`config.mk`:
```
export PLATFORM = sky130hd
export DESIGN_NAME = alu_operand_stage
export DESIGN_NICKNAME = d
export VERILOG_FILES = /design/src/rtl/alu_pkg.sv /design/src/rtl/alu_ctrl_decode.sv /design/src/rtl/alu_operand_stage.sv
export SDC_FILE = /design/constraint.sdc
export NUM_CORES = 1
export LEC_CHECK = 0
export BUFFER_PORTS_ARGS = -buffer_cell sky130_fd_sc_hd__buf_2
export CAP_MARGIN = 20
export CORE_MARGIN = 8
export CORE_UTILIZATION = 30
export DETAILED_ROUTE_END_ITERATION = 12
export GPL_TIMING_DRIVEN = 0
export SYNTH_ARGS = -nofsm -noshare
export SYNTH_HDL_FRONTEND = slang
export SYNTH_SLANG_ARGS = --single-unit
```
`constraint.sdc`:
```
create_clock -name clk -period 2.9 [get_ports clk]
set_clock_uncertainty 0.1 [all_clocks]
set_input_delay 0.87 -clock clk [delete_from_list [all_inputs] [get_ports clk]]
set_output_delay 0.87 -clock clk [all_outputs]
set_load 0.05 [all_outputs]
```
`src/rtl/alu_pkg.sv`:
```
// Shared ALU encodings: control codes consumed by the ALU and ALUOp classes
// produced by the main decoder.
package alu_pkg;

   localparam logic [3:0] ALU_ADD = 4'b0010;
   localparam logic [3:0] ALU_SUB = 4'b0110;
   localparam logic [3:0] ALU_AND = 4'b0000;
   localparam logic [3:0] ALU_OR  = 4'b0001;
   localparam logic [3:0] ALU_BAD = 4'b1111;

   typedef enum logic [1:0] {
      ALUOP_LS = 2'b00,
      ALUOP_BR = 2'b01,
      ALUOP_R  = 2'b10,
      ALUOP_I  = 2'b11
   } aluop_e;

endpackage

```
`src/rtl/alu_ctrl_decode.sv`:
```
// Combinational ALUOp/funct decoder producing the 4-bit ALU control code and
// an illegal-combination flag.
module alu_ctrl_decode
   import alu_pkg::*;
(
   input  logic [1:0] ALUOp,
   input  logic       funct7_b30,
   input  logic [2:0] funct3,
   output logic [3:0] ALUcontrol,
   output logic       illegal_op
);

   always_comb begin
      ALUcontrol = ALU_BAD;
      illegal_op = 1'b0;
      case (aluop_e'(ALUOp))
         ALUOP_LS: ALUcontrol = ALU_ADD;
         ALUOP_BR: ALUcontrol = ALU_SUB;
         ALUOP_R: begin
            case ({funct7_b30, funct3})
               4'b0000: ALUcontrol = ALU_ADD;
               4'b1000: ALUcontrol = ALU_SUB;
               4'b0111: ALUcontrol = ALU_AND;
               4'b0110: ALUcontrol = ALU_OR;
               default: illegal_op = 1'b1;
            endcase
         end
         ALUOP_I: begin
            // Bit 30 is part of the immediate for I-type, so it is ignored here.
            case (funct3)
               3'b000:  ALUcontrol = ALU_ADD;
               3'b111:  ALUcontrol = ALU_AND;
               3'b110:  ALUcontrol = ALU_OR;
               default: illegal_op = 1'b1;
            endcase
         end
         default: illegal_op = 1'b1;
      endcase
   end

endmodule

```
`src/rtl/alu_operand_stage.sv`:
```
// ID/EX boundary register feeding the ALU: resolves operand forwarding,
// selects the immediate, decodes ALU control, with valid/ready, stall and flush.
module alu_operand_stage
   import alu_pkg::*;
#(
   parameter int XLEN = 64,
   parameter int RA_W = 5
) (
   input  logic            clk,
   input  logic            rst_n,
   input  logic            in_valid,
   output logic            in_ready,
   input  logic [RA_W-1:0] rs1_addr,
   input  logic [RA_W-1:0] rs2_addr,
   input  logic [XLEN-1:0] rs1_data,
   input  logic [XLEN-1:0] rs2_data,
   input  logic [XLEN-1:0] imm,
   input  logic            ALUSrc,
   input  logic [1:0]      ALUOp,
   input  logic            funct7_b30,
   input  logic [2:0]      funct3,
   input  logic            exmem_wen,
   input  logic [RA_W-1:0] exmem_rd,
   input  logic [XLEN-1:0] exmem_data,
   input  logic            memwb_wen,
   input  logic [RA_W-1:0] memwb_rd,
   input  logic [XLEN-1:0] memwb_data,
   input  logic            flush,
   input  logic            out_ready,
   output logic            out_valid,
   output logic [XLEN-1:0] I1,
   output logic [XLEN-1:0] I2,
   output logic [3:0]      ALUcontrol,
   output logic [XLEN-1:0] store_data,
   output logic            illegal_op
);

   logic            r_valid_p0;
   logic [XLEN-1:0] r_i1_p0;
   logic [XLEN-1:0] r_i2_p0;
   logic [3:0]      r_ctrl_p0;
   logic [XLEN-1:0] r_store_p0;
   logic            r_illegal_p0;

   logic [XLEN-1:0] w_fwd_rs1;
   logic [XLEN-1:0] w_fwd_rs2;
   logic [3:0]      w_ctrl;
   logic            w_illegal;
   logic            w_load;

   // EX/MEM is the younger producer, so it wins over MEM/WB; x0 is hardwired.
   function automatic logic [XLEN-1:0] fwd_sel(
      input logic [RA_W-1:0] rs,
      input logic [XLEN-1:0] rf_data,
      input logic            ex_wen,
      input logic [RA_W-1:0] ex_rd,
      input logic [XLEN-1:0] ex_data,
      input logic            wb_wen,
      input logic [RA_W-1:0] wb_rd,
      input logic [XLEN-1:0] wb_data
   );
      if (rs == '0)
         return rf_data;
      else if (ex_wen && (ex_rd == rs))
         return ex_data;
      else if (wb_wen && (wb_rd == rs))
         return wb_data;
      else
         return rf_data;
   endfunction

   assign w_fwd_rs1 = fwd_sel(rs1_addr, rs1_data, exmem_wen, exmem_rd, exmem_data,
                              memwb_wen, memwb_rd, memwb_data);
   assign w_fwd_rs2 = fwd_sel(rs2_addr, rs2_data, exmem_wen, exmem_rd, exmem_data,
                              memwb_wen, memwb_rd, memwb_data);

   alu_ctrl_decode u_dec (
      .ALUOp      (ALUOp),
      .funct7_b30 (funct7_b30),
      .funct3     (funct3),
      .ALUcontrol (w_ctrl),
      .illegal_op (w_illegal)
   );

   assign in_ready = !r_valid_p0 || out_ready;
   assign w_load   = in_valid && in_ready && !flush;

   // ---- ID/EX register boundary ----
   always_ff @(posedge clk or negedge rst_n) begin
      if (!rst_n) begin
         r_valid_p0   <= 1'b0;
         r_i1_p0      <= '0;
         r_i2_p0      <= '0;
         r_ctrl_p0    <= ALU_BAD;
         r_store_p0   <= '0;
         r_illegal_p0 <= 1'b0;
      end else if (flush) begin
         r_valid_p0 <= 1'b0;
      end else if (w_load) begin
         r_valid_p0   <= 1'b1;
         r_i1_p0      <= w_fwd_rs1;
         r_i2_p0      <= ALUSrc ? imm : w_fwd_rs2;
         r_ctrl_p0    <= w_ctrl;
         r_store_p0   <= w_fwd_rs2;
         r_illegal_p0 <= w_illegal;
      end else if (out_ready) begin
         r_valid_p0 <= 1'b0;
      end
   end

   assign out_valid  = r_valid_p0;
   assign I1         = r_i1_p0;
   assign I2         = r_i2_p0;
   assign ALUcontrol = r_ctrl_p0;
   assign store_data = r_store_p0;
   assign illegal_op = r_illegal_p0;

endmodule

```
# Yosys cells after proc, flatten, opt, wreduce, memory -nomap -nowiden
# Cells that the tools add are included.
# Widths: inputs -> output; s select.
# word_totals
ff_bits	198
latchBits	0
ramBits	0
rom_bits	0
in_bits	354
mem_count	0
# classes
addsub	0
n_mul	0
div_mod_pow	0
magnitude_cmp	0
n_eq_ne	12
shifts	0
n_mux	16
bitwise_logic	1
reduce_logical	18
# op_table
cell	count
$mux 64	7
$pmux 4 s4	2
$eq 5x5->1	4
$pmux 4 s3	1
$logic_not 5->1	2
$eq 4x3->1 const B	2
$eq 3x3->1 const B	2
$logic_and 1x1->1	6
$mux 1	5
$eq 2x2->1 const B	2
$eq 4x4->1 const B	1
$logic_not 4->1	1
$reduce_or 4->1	1
$logic_not 3->1	1
$reduce_bool 3->1	1
$reduce_or 3->1	1
$eq 2x1->1 const B	1
$logic_not 1->1	2
$logic_not 2->1	1
$pmux 1 s2	1
$reduce_and 2->1	1
$logic_or 1x1->1	1
$not 1->1	1

# Depth between registers and ports, before layout
# Gate-level depths: netlist (run 1).
# logic_depth
word_depth	6
mapped_depth	8
depth_no_buf	6

# Modules after synthesis
# A second synthesis (run 1) with hierarchy kept.
# hier_totals
hier_cells	1256
hier_area_um2	12142.9
# by_module_without_submodules
mod	instances	cells_per_inst	area_per_inst_um2	seq_area_each_um2
alu_operand_stage	1	1244	12081.6	4959.8
alu_ctrl_decode	1	12	61.3	0.0

# Least setup slack after synthesis (run 1)
# Ideal clock, no wire load.
# synth_timing
path_kind	input to register
from	in out_ready
to	reg r_store_p0[16], in the netlist store_data[16]
setup_ns	0.095
t_arrival_ns	2.368
required_ns	2.705
setup_slack_ns	0.337
path_stages	8
path_cell_list	nor2b_1 -> inv_1 -> nand3b_1 -> buf_2 -> clkbuf_1 -> clkbuf_1 -> nand2_1 -> o31ai_1
# synth_between
elab_chain_len	4
# synth_lines
element	line	text
start, declared	alu_operand_stage.sv:29	input logic out_ready,
$logic_or 1x1->1	alu_operand_stage.sv:85	assign in_ready = !r_valid_p0 || out_ready;
net in_ready	alu_operand_stage.sv:12	output logic in_ready,
$logic_and 1x1->1 (2 in a row)	alu_operand_stage.sv:86	assign w_load = in_valid && in_ready && !flush;
$reduce_and 2->1 (no source line)	n/a	
end signal, assigned	alu_operand_stage.sv:104	r_store_p0 <= w_fwd_rs2;
end, declared	alu_operand_stage.sv:42	logic [XLEN-1:0] r_store_p0;
# The timed path passes the listed nets, and every way through them passes these cells.
# A chain may end at the register's enable or synchronous reset.

# Worst setup path in the final report (run 1)
# layout_timing
from	in out_ready
to	reg r_store_p0[62], in the netlist store_data[62]
# layout_between
elab_chain_len	4
# layout_lines
element	line
$logic_or 1x1->1	alu_operand_stage.sv:85
$logic_and 1x1->1 (2 in a row)	alu_operand_stage.sv:86
$reduce_and 2->1 (no source line)	n/a
# Every way passes these cells.

==> summary.md, run 1 <==
The run finished with clean final reports. Synthesis instantiated 43 different standard cells from the library. Input and output buffers added on the ports amount to 552. In this run the static leakage power is 7.30 nW. Initial antenna violation count: 20. In this run the horizontal extent of the chip is 218 um. The logs give 490 ps for the clock latency at the later pin of the worst-skew pair and 0 for the total DRC errors in the routed layout.

The logs give 17 for the total CTS buffers and 6490 um^2 for the multi-input logic area. In the synthesized netlist the dominant register cell turns out to be sky130_fd_sc_hd__dfrtp_1. The total count of max-transition violations in the final report was 0; the max-capacitance violation count was 0. The die height was 218 um; the post-synthesis net count was 1,600. The total count of hold-check failures in the final report was 0. OpenSTA, run right after detailed placement, puts the worst setup slack at -929 ps. Register bit count reported by yosys: 198. The first routing iteration left 1,244 violations. TritonCTS built the clock tree. Of all nets on the critical path, the largest fanout is 10. The category of the worst setup path capture point was a register. Once detail routing completed, the nets flagged for antenna violations numbered 0. The area growth from synthesis to layout is 34.0%. After filler insertion, the fill cell instance count of the layout stands at 4,220. The worst-case IR drop observed on VDD is 0.434 mV. The logs give 0.235 for the relative slew slack and 92,800 um for the wire length of the first global-routing pass. For this design, the sink count on the clock tree is 198. The logs give 0.355 GHz for the achievable clock frequency and 0 for the total of endpoints with negative setup slack in the final report.

The areal power density over the cells was 610 nW/um^2. The logs give 2,172 for the count of nets after finishing and 12,200 um^2 for the area of the mapped netlist. Across the whole layout, storage elements account for 4960 um^2. STA classifies the critical path startpoint as an input pin.

The master cell of the clock root buffer is sky130_fd_sc_hd__clkbuf_16. The switching share of power is 0.444, and the count of flip-flops with a built-in enable after synthesis is 0. The total number of yosys warnings came out at 0.

The total grt overflow was 0; the core area was 40,600 um^2. In the final timing run, aggregate negative setup slack is 0 ps. The longest clock path from root to sink contains 2 buffers. The post-route minimum period is 2820 ps, and the combinational power share is 0.388.

The finished layout holds 2,379 standard cells, fillers aside. For the total power of the final layout, the log shows 9.99 mW. The final routed wire length divided by cell count was 26.9 um. Measured slew at the worst slew-check pin: 1150 ps.

The path type of the worst setup path was input pin to register. The final cycle utilization of the critical path is 0.973, and the largest net degree at the start of global routing is 110. After legalization and detailed placement, the total HPWL measured 50,100 um.

Proportion of layout cells with a drive suffix above 1: 0.408. The final route contains 13.6k vias. The via-per-instance ratio was 5.73; the arrival time of the worst setup path was 3110 ps. The tools report the sequential share of power as 0.350. The number of search-and-repair iterations in the first detailed-routing pass is 5, and the net switching component of the power is 4.44 mW. For the share of power burned in the clock network, the log shows 0.262. Across all register-to-register paths, the minimum setup slack is 100 ps. The initialized floorplan defines 74 standard-cell rows. The number of global-route vias before repair was 13.8k; the fraction of synthesis flops using an asynchronous set or reset pin was 1.00.

The cell count after synthesis came out at 1,246. The run gives 0.301 as the initial cell density of the core. The mean area per synthesized cell was 9.80 um^2; the die area was 47,400 um^2. The congestion estimate from routability-driven global placement came to 0.910. Count of H-tree levels built during CTS: 4.

The worst path meets setup with 79.4 ps of slack. Cell internal power was estimated by the tool at 5.55 mW. After clock tree synthesis, the clock-pin slew on the worst setup and hold paths is 80 ps.

For the required time of the worst setup path, the log shows 3190 ps. The logs give 553 for the number of placed I/O pins and 0.406 for the post-synthesis sequential area ratio. The min-delay analysis places its worst path in the category input pin to asynchronous set/reset pin. Counting tap cells, the placed design contains a total of 2,331 instances. The final wirelength is 64,100 um, and the all-layer global routing usage is 0.260.
-- layer usage --
layer,GRT usage,part of all wire,routed length [um]
met3,0.0655,0.086,5490
met4,0.0996,0.029,1860
met5,0,0.00028,18
met2,0.428,0.48,30800
met1,0.325,0.40,25900
-- repair_timing --
item,in CTS,in global routing
setup endpoints to repair,131,112
hold buffers,0,0
endpoints found under the hold margin,0,0
buffers inserted,0,2
resized for setup,10,26
pin swaps,0,1
-- cell usage in the layout, fill, tap and decap left out, types with 64 or more instances in the layout --
master / n
sky130_fd_sc_hd__nand2b_1: 129
sky130_fd_sc_hd__a21oi_1: 98
sky130_fd_sc_hd__dfrtp_1: 194
sky130_fd_sc_hd__clkbuf_1: 88
sky130_fd_sc_hd__and3_1: 64
sky130_fd_sc_hd__o311a_1: 64
sky130_fd_sc_hd__o31ai_1: 127
sky130_fd_sc_hd__nand2_1: 73
sky130_fd_sc_hd__nor3_1: 66
sky130_fd_sc_hd__o21ai_0: 66
sky130_fd_sc_hd__a2111oi_0: 64
sky130_fd_sc_hd__buf_2: 568
-- critical path, stage by stage --
cell	delay, ps
sky130_fd_sc_hd__buf_2	90
sky130_fd_sc_hd__nor2b_1	260
sky130_fd_sc_hd__inv_1	100
sky130_fd_sc_hd__nand3b_1	230
sky130_fd_sc_hd__buf_2	380
sky130_fd_sc_hd__clkbuf_2	510
sky130_fd_sc_hd__clkbuf_1	450
sky130_fd_sc_hd__nand2_1	120
sky130_fd_sc_hd__o31ai_1	80
-- power by group through the flow --
stage,Combinational [mW],Clock [mW],Sequential (mW)
detailed placement,3.88,0,3.54
global route,4.07,2.75,3.54
floorplan,0.945,0,5.12
finish,3.87,2.62,3.50
CTS,3.88,2.65,3.49
global placement,3.84,0,3.53
-- synthesized netlist by cell type (all sizes together) (2+ instances only) --
library cell	instances	area, um^2
a2111oi	64	561
a21o	3	22.5
a21oi	130	778
and2	3	18.8
and3	64	400
buf	43	367
clkbuf	106	398
dfrtp	194	4850
dfstp	4	105
nand2	73	274
nand2b	129	807
nand4	3	25.0
nor2	7	26.3
nor2b	2	12.5
nor3	66	330
o21ai	66	330
o311a	64	641
o31ai	128	966
o32ai	64	981
or2	2	15.0
xnor2	16	140
xor2	4	35.0
-- flip-flops by register name (all words and copies together) (netlist names) --
| signal | cells |
|---|---|
| I1 | 64 |
| I2 | 64 |
| store_data | 64 |
| ALUcontrol | 4 |
| illegal_op | 1 |
| out_valid | 1 |
-- area by class of cell --
class | count | area share
timing repair buffer | 555 | 0.172
clock buffer | 17 | 0.0260
inverter | 1 | 0.000229
multi-input combinational | 898 | 0.397
clock inverter | 15 | 0.0112
antenna | 16 | 0.00245
buffer | 147 | 0.0478
tap | 532 | 0.0407
sequential | 198 | 0.303
-- path summary, 6_finish.rpt --
check | from | endpoint | cells after the start
max | out_ready | store_data[62] | 9
min | rst_n | I2[47] | 1
max reg2reg | out_valid | I2[30] | 5
min reg2reg | store_data[1] | store_data[1] | 2
max in group asynchronous | rst_n | I2[16] | 2
min in group clk | store_data[1] | store_data[1] | 2
-- cells by family (layout without fill, tap and decap cells) --
kind of cell / count (synthesis) / count (layout) / share of synthesized area
DFF: 198 / 198 / 0.406
other: 0 / 16 / 0
buffers and inverters: 150 / 735 / 0.0629
AOI/OAI and AO/OA: 523 / 523 / 0.355
and+or+nand+nor: 355 / 355 / 0.161
xor gates and xnor gates: 20 / 20 / 0.0143
-- per-stage QoR --
step	util	hold WS, ps	cell area [um^2]
floorplan	-	474	12200
global placement	0.386	359	15600
detailed placement	0.387	364	15700
CTS	0.402	312	16300
global route	0.404	340	16400
finish	0.404	254	16400
No activity file was read; power rests on OpenSTA's default activity.
==> run 2, diff against run 1 <==
PLACE_DENSITY_LB_ADDON = 0.3   (was default)
SYNTH_HIERARCHICAL = 1   (was default)
==> summary.md, run 2 <==
The post-synthesis sequential area ratio was 0.408 (was 0.406). Setup repair after global routing left no endpoint under its margin. The count of H-tree levels built during CTS was 4 (unchanged). The tools report the leakage component of the power as 7.38 nW (was 7.30 nW).

The category of the worst setup path capture point was a register (unchanged). The startpoint of the most critical register-to-register path was out_valid (unchanged). The logs give 13.9k (was 13.8k) for the number of global-route vias before repair and 252 ps (was 254 ps) for the worst hold slack across all endpoints.

The tools report the relative slew slack as 0.297 (was 0.235). The proportion of layout cells with a drive suffix above 1 was 0.391 (was 0.408); the final wirelength was 63,200 um (was 64,100 um). The path type of the worst setup path was input pin to register (unchanged). The dominant cell type by count on the critical path was sky130_fd_sc_hd__buf_2 (unchanged). Maximum clock path buffer count: 2 (unchanged). For the largest net degree at the start of global routing, the log shows 107 (was 110).

The tools report the master cell of the clock root buffer as sky130_fd_sc_hd__clkbuf_16 (unchanged). Worst min-delay path class: input pin to asynchronous set/reset pin (unchanged). The flow ran to the end, and the final reports show no timing, DRC or antenna violations. The die height works out to 217 um (was 218 um). The number of different library cells in the post-synthesis netlist was 39 (was 43); the total DRC errors in the routed layout was 0 (unchanged). The cell type contributing the most total cell area after synthesis was sky130_fd_sc_hd__dfrtp_1 (unchanged). Largest cells by area after synthesis: sky130_fd_sc_hd__dfrtp_1 40%, sky130_fd_sc_hd__o32ai_2 8.0%, sky130_fd_sc_hd__o31ai_1 7.9% (was sky130_fd_sc_hd__dfrtp_1 40%, sky130_fd_sc_hd__o31ai_1 7.8%, sky130_fd_sc_hd__o32ai_2 7.5%).

The total buffers and inverters traversed by the critical path was 3 (was 5). The most used flip-flop cell after synthesis was sky130_fd_sc_hd__dfrtp_1 (unchanged). The tools report the worst setup path startpoint as exmem_rd[1] (was out_ready).

The final routed wire length divided by cell count was 26.5 um (was 26.9 um). Share of the core filled with cells: 0.412 (was 0.404). The final cycle utilization of the critical path is 0.967 (was 0.973).

The stage delay of the slowest cell on the critical path is 470 ps (was 510 ps). The count of nets after finishing was 2,188 (was 2,172); the post-synthesis net count was 1,610 (was 1,600). The run gives 3130 ps (was 3110 ps) as the arrival time of the worst setup path. Total via count after detailed routing: 13.6k (about the same). Kind of cell adding the most delay to the critical path: buffers and inverters (unchanged). The max-capacitance violation count came out at 0 (unchanged). For the total count of max-transition violations in the final report, the log shows 0 (unchanged).

Worst reg2reg path endpoint: I1[57] (was I2[30]). The run gives 12,100 um^2 (was 12,200 um^2) as the area of the mapped netlist. The half-perimeter wire length after detailed placement came out at 50,000 um (was 50,100 um). The die extent in x is 217 um (was 218 um). The number of search-and-repair iterations in the first detailed-routing pass is 7 (was 5). For the core area, the log shows 39,800 um^2 (was 40,600 um^2). The measured slew at the worst slew-check pin is 1050 ps (was 1150 ps), and the mean area per synthesized cell is 9.67 um^2 (was 9.80 um^2). The die area came out at 47,200 um^2 (was 47,400 um^2).

The maximum resistive drop on vdd was 0.436 mV (was 0.434 mV); the path depth of the worst reg2reg path was 8 (was 5). The areal power density over the cells is 616 nW/um^2 (was 610 nW/um^2), and the number of fillers in the final layout is 4,114 (was 4,220). The fraction of synthesis flops using an asynchronous set or reset pin works out to 1.00 (unchanged). The post-route minimum period was 2800 ps (was 2820 ps). The via-per-instance ratio was 5.70 (was 5.73). The tools report the initial antenna violation count as 21 (was 20).

The achievable clock frequency is 0.357 GHz (was 0.355 GHz). The run gives 1,117 (was 1,244) as the initial DRC count. The clock-pin slew reported for the worst setup and hold paths after clock tree synthesis works out to 80 ps (about the same).

The run gives 3220 ps (was 3190 ps) as the required time of the worst setup path. The register bit count reported by yosys was 198 (unchanged). Commonest cells in the netlist: 194 x sky130_fd_sc_hd__dfrtp_1, 130 x sky130_fd_sc_hd__nand2b_1, 129 x sky130_fd_sc_hd__a21oi_1 (was 194 x sky130_fd_sc_hd__dfrtp_1, 129 x sky130_fd_sc_hd__nand2b_1, 127 x sky130_fd_sc_hd__o31ai_1).

Gate count of the mapped netlist: 1,256 (was 1,246). The clock latency at the later pin of the worst-skew pair was 480 ps (was 490 ps). The number of placed I/O pins is 553 (unchanged), and the number of port buffers is 552 (unchanged). The tools report the element type at the critical path start as an input pin (unchanged). The floorplan row count came out at 73 (was 74).

Most frequent cells in the layout: 563 x sky130_fd_sc_hd__buf_2, 194 x sky130_fd_sc_hd__dfrtp_1, 130 x sky130_fd_sc_hd__nand2b_1, 129 x sky130_fd_sc_hd__a21oi_1, 128 x sky130_fd_sc_hd__o31ai_1 (was 568 x sky130_fd_sc_hd__buf_2, 194 x sky130_fd_sc_hd__dfrtp_1, 129 x sky130_fd_sc_hd__nand2b_1, 127 x sky130_fd_sc_hd__o31ai_1, 98 x sky130_fd_sc_hd__a21oi_1). The all-layer global routing usage came out at 0.257 (was 0.260). The critical path depth in cells works out to 8 (was 9).

Total of endpoints with negative setup slack in the final report: 0 (unchanged). The leading cell type in the layout, fill and taps excluded is sky130_fd_sc_hd__buf_2 (unchanged). Wire length of the first global-routing pass: 92,100 um (was 92,800 um). The run gives 0 (unchanged) as the number of nets with antenna violations after routing. The tools report the initial cell density of the core as 0.305 (was 0.301). The final weighted congestion in routability-driven placement came out at 0.925 (was 0.910). The capturing instance or port of the critical path is I1[16] (was store_data[62]). CP Cell Sequence: buf_2 -> xnor2_1 -> and2_1 -> buf_2 -> clkbuf_1 -> a2111oi_0 -> o21ai_0 -> o311a_1 (was buf_2 -> nor2b_1 -> inv_1 -> nand3b_1 -> buf_2 -> clkbuf_2 -> clkbuf_1 -> nand2_1 -> o31ai_1). TritonCTS built the clock tree. Final setup TNS: 0 ps (unchanged). The logs give 0 (unchanged) for the total count of hold-check failures in the final report and 0 (unchanged) for the total grt overflow. Library cell contributing the largest single delay on the critical path: sky130_fd_sc_hd__buf_2 (was sky130_fd_sc_hd__clkbuf_2).

Relative area change from synthesis to final layout: 35.2% (was 34.0%). For the total CTS buffers, the log shows 17 (unchanged). The most frequently used cell type in the post-synthesis netlist is sky130_fd_sc_hd__dfrtp_1 (unchanged). For the total number of yosys warnings, the log shows 6 (was 0). The portion of synthesized cell area occupied by the leading cell type was 0.400 (was 0.398). The count of flip-flops with a built-in enable after synthesis was 0 (unchanged); the total power of the final layout was 10.1 mW (was 9.99 mW). The setup slack of the most critical reg-to-reg path was 230 ps (was 100 ps). The clock sink count is 198 (unchanged), and the maximum fanout along the worst path is 10 (unchanged).
==> run 2: cell types whose count changed after synthesis, moves of 2 or more <==
| cell | delta |
|---|---|
| sky130_fd_sc_hd__a21oi_2 | -31 |
| sky130_fd_sc_hd__o32ai_2 | +4 |
| sky130_fd_sc_hd__clkbuf_1 | +5 |
| sky130_fd_sc_hd__a21oi_1 | +31 |
| sky130_fd_sc_hd__o21ai_0 | -2 |
| sky130_fd_sc_hd__buf_2 | -4 |
| sky130_fd_sc_hd__o32ai_1 | -4 |
| sky130_fd_sc_hd__nand2_1 | +15 |
| sky130_fd_sc_hd__a21o_1 | -3 |
==> run 2: where the power goes <==
part	internal, mW	switching (mW)	total [mW]
Combinational	1.02	2.87	3.89
Clock	1.47	1.26	2.73
Sequential	3.22	0.276	3.50
==> run 2: worst min path at each step <==
stage | startpoint | endpoint | slack [ps] | depth (start not counted)
6_report | rst_n | store_data[43] | 250 | 1
5_1_grt | rst_n | store_data[43] | 320 | 1
4_1_cts | rst_n | store_data[43] | 300 | 1
3_5_place_dp | ALUcontrol[3] | ALUcontrol[3] | 350 | 2
3_3_place_gp | ALUcontrol[2] | ALUcontrol[2] | 350 | 2
2_1_floorplan | rst_n | I1[0] | 470 | 0
==> run 2: cell families (layout without fill, tap and decap cells) <==
kind of cell / after synthesis / in the layout / share of synthesized area
compound gates: 517 / 517 / 0.347
simple gates: 371 / 371 / 0.168
flops: 198 / 198 / 0.408
buf+inv: 150 / 741 / 0.0629
xor+xnor: 20 / 20 / 0.0144
other cells: 0 / 15 / 0
==> run 2: what timing repair did <==
action / 4_1_cts / 5_1_grt
setup buffers: 3 / 0
gates cloned: 0 / 0
hold buffers: 0 / 0
gates resized for setup: 14 / 19
pin swaps: 1 / 0
endpoints found under the setup margin: 193 / 52
==> run 2: metrics by stage <==
step           cells  instance area (um^2)  setup WS [ps]
2_1_floorplan   1256                 12100            357
3_3_place_gp    2333                 15600          -2690
3_5_place_dp    2339                 15700          -1110
4_1_cts         2373                 16400           26.5
5_1_grt         2382                 16400           8.86
6_report        2387                 16400           96.5
==> run 2: metal layers <==
layer,track usage,wire length (um)
met1,0.312,25300
met2,0.431,30700
met5,0,82
met3,0.0842,5610
met4,0.0766,1530
==> run 2: area by class of cell <==
cell class                      count  area [um^2]  area share
Timing Repair Buffer              561         2900       0.177
Clock inverter                     15          215      0.0131
Tap cell                          525          657      0.0400
Sequential cell                   198         4960       0.302
Multi-Input combinational cell    908         6430       0.392
Clock buffer                       17          425      0.0259
Inverter                            1         3.75    0.000229
Buffer                            147          783      0.0477
Antenna cell                       15         37.5     0.00229
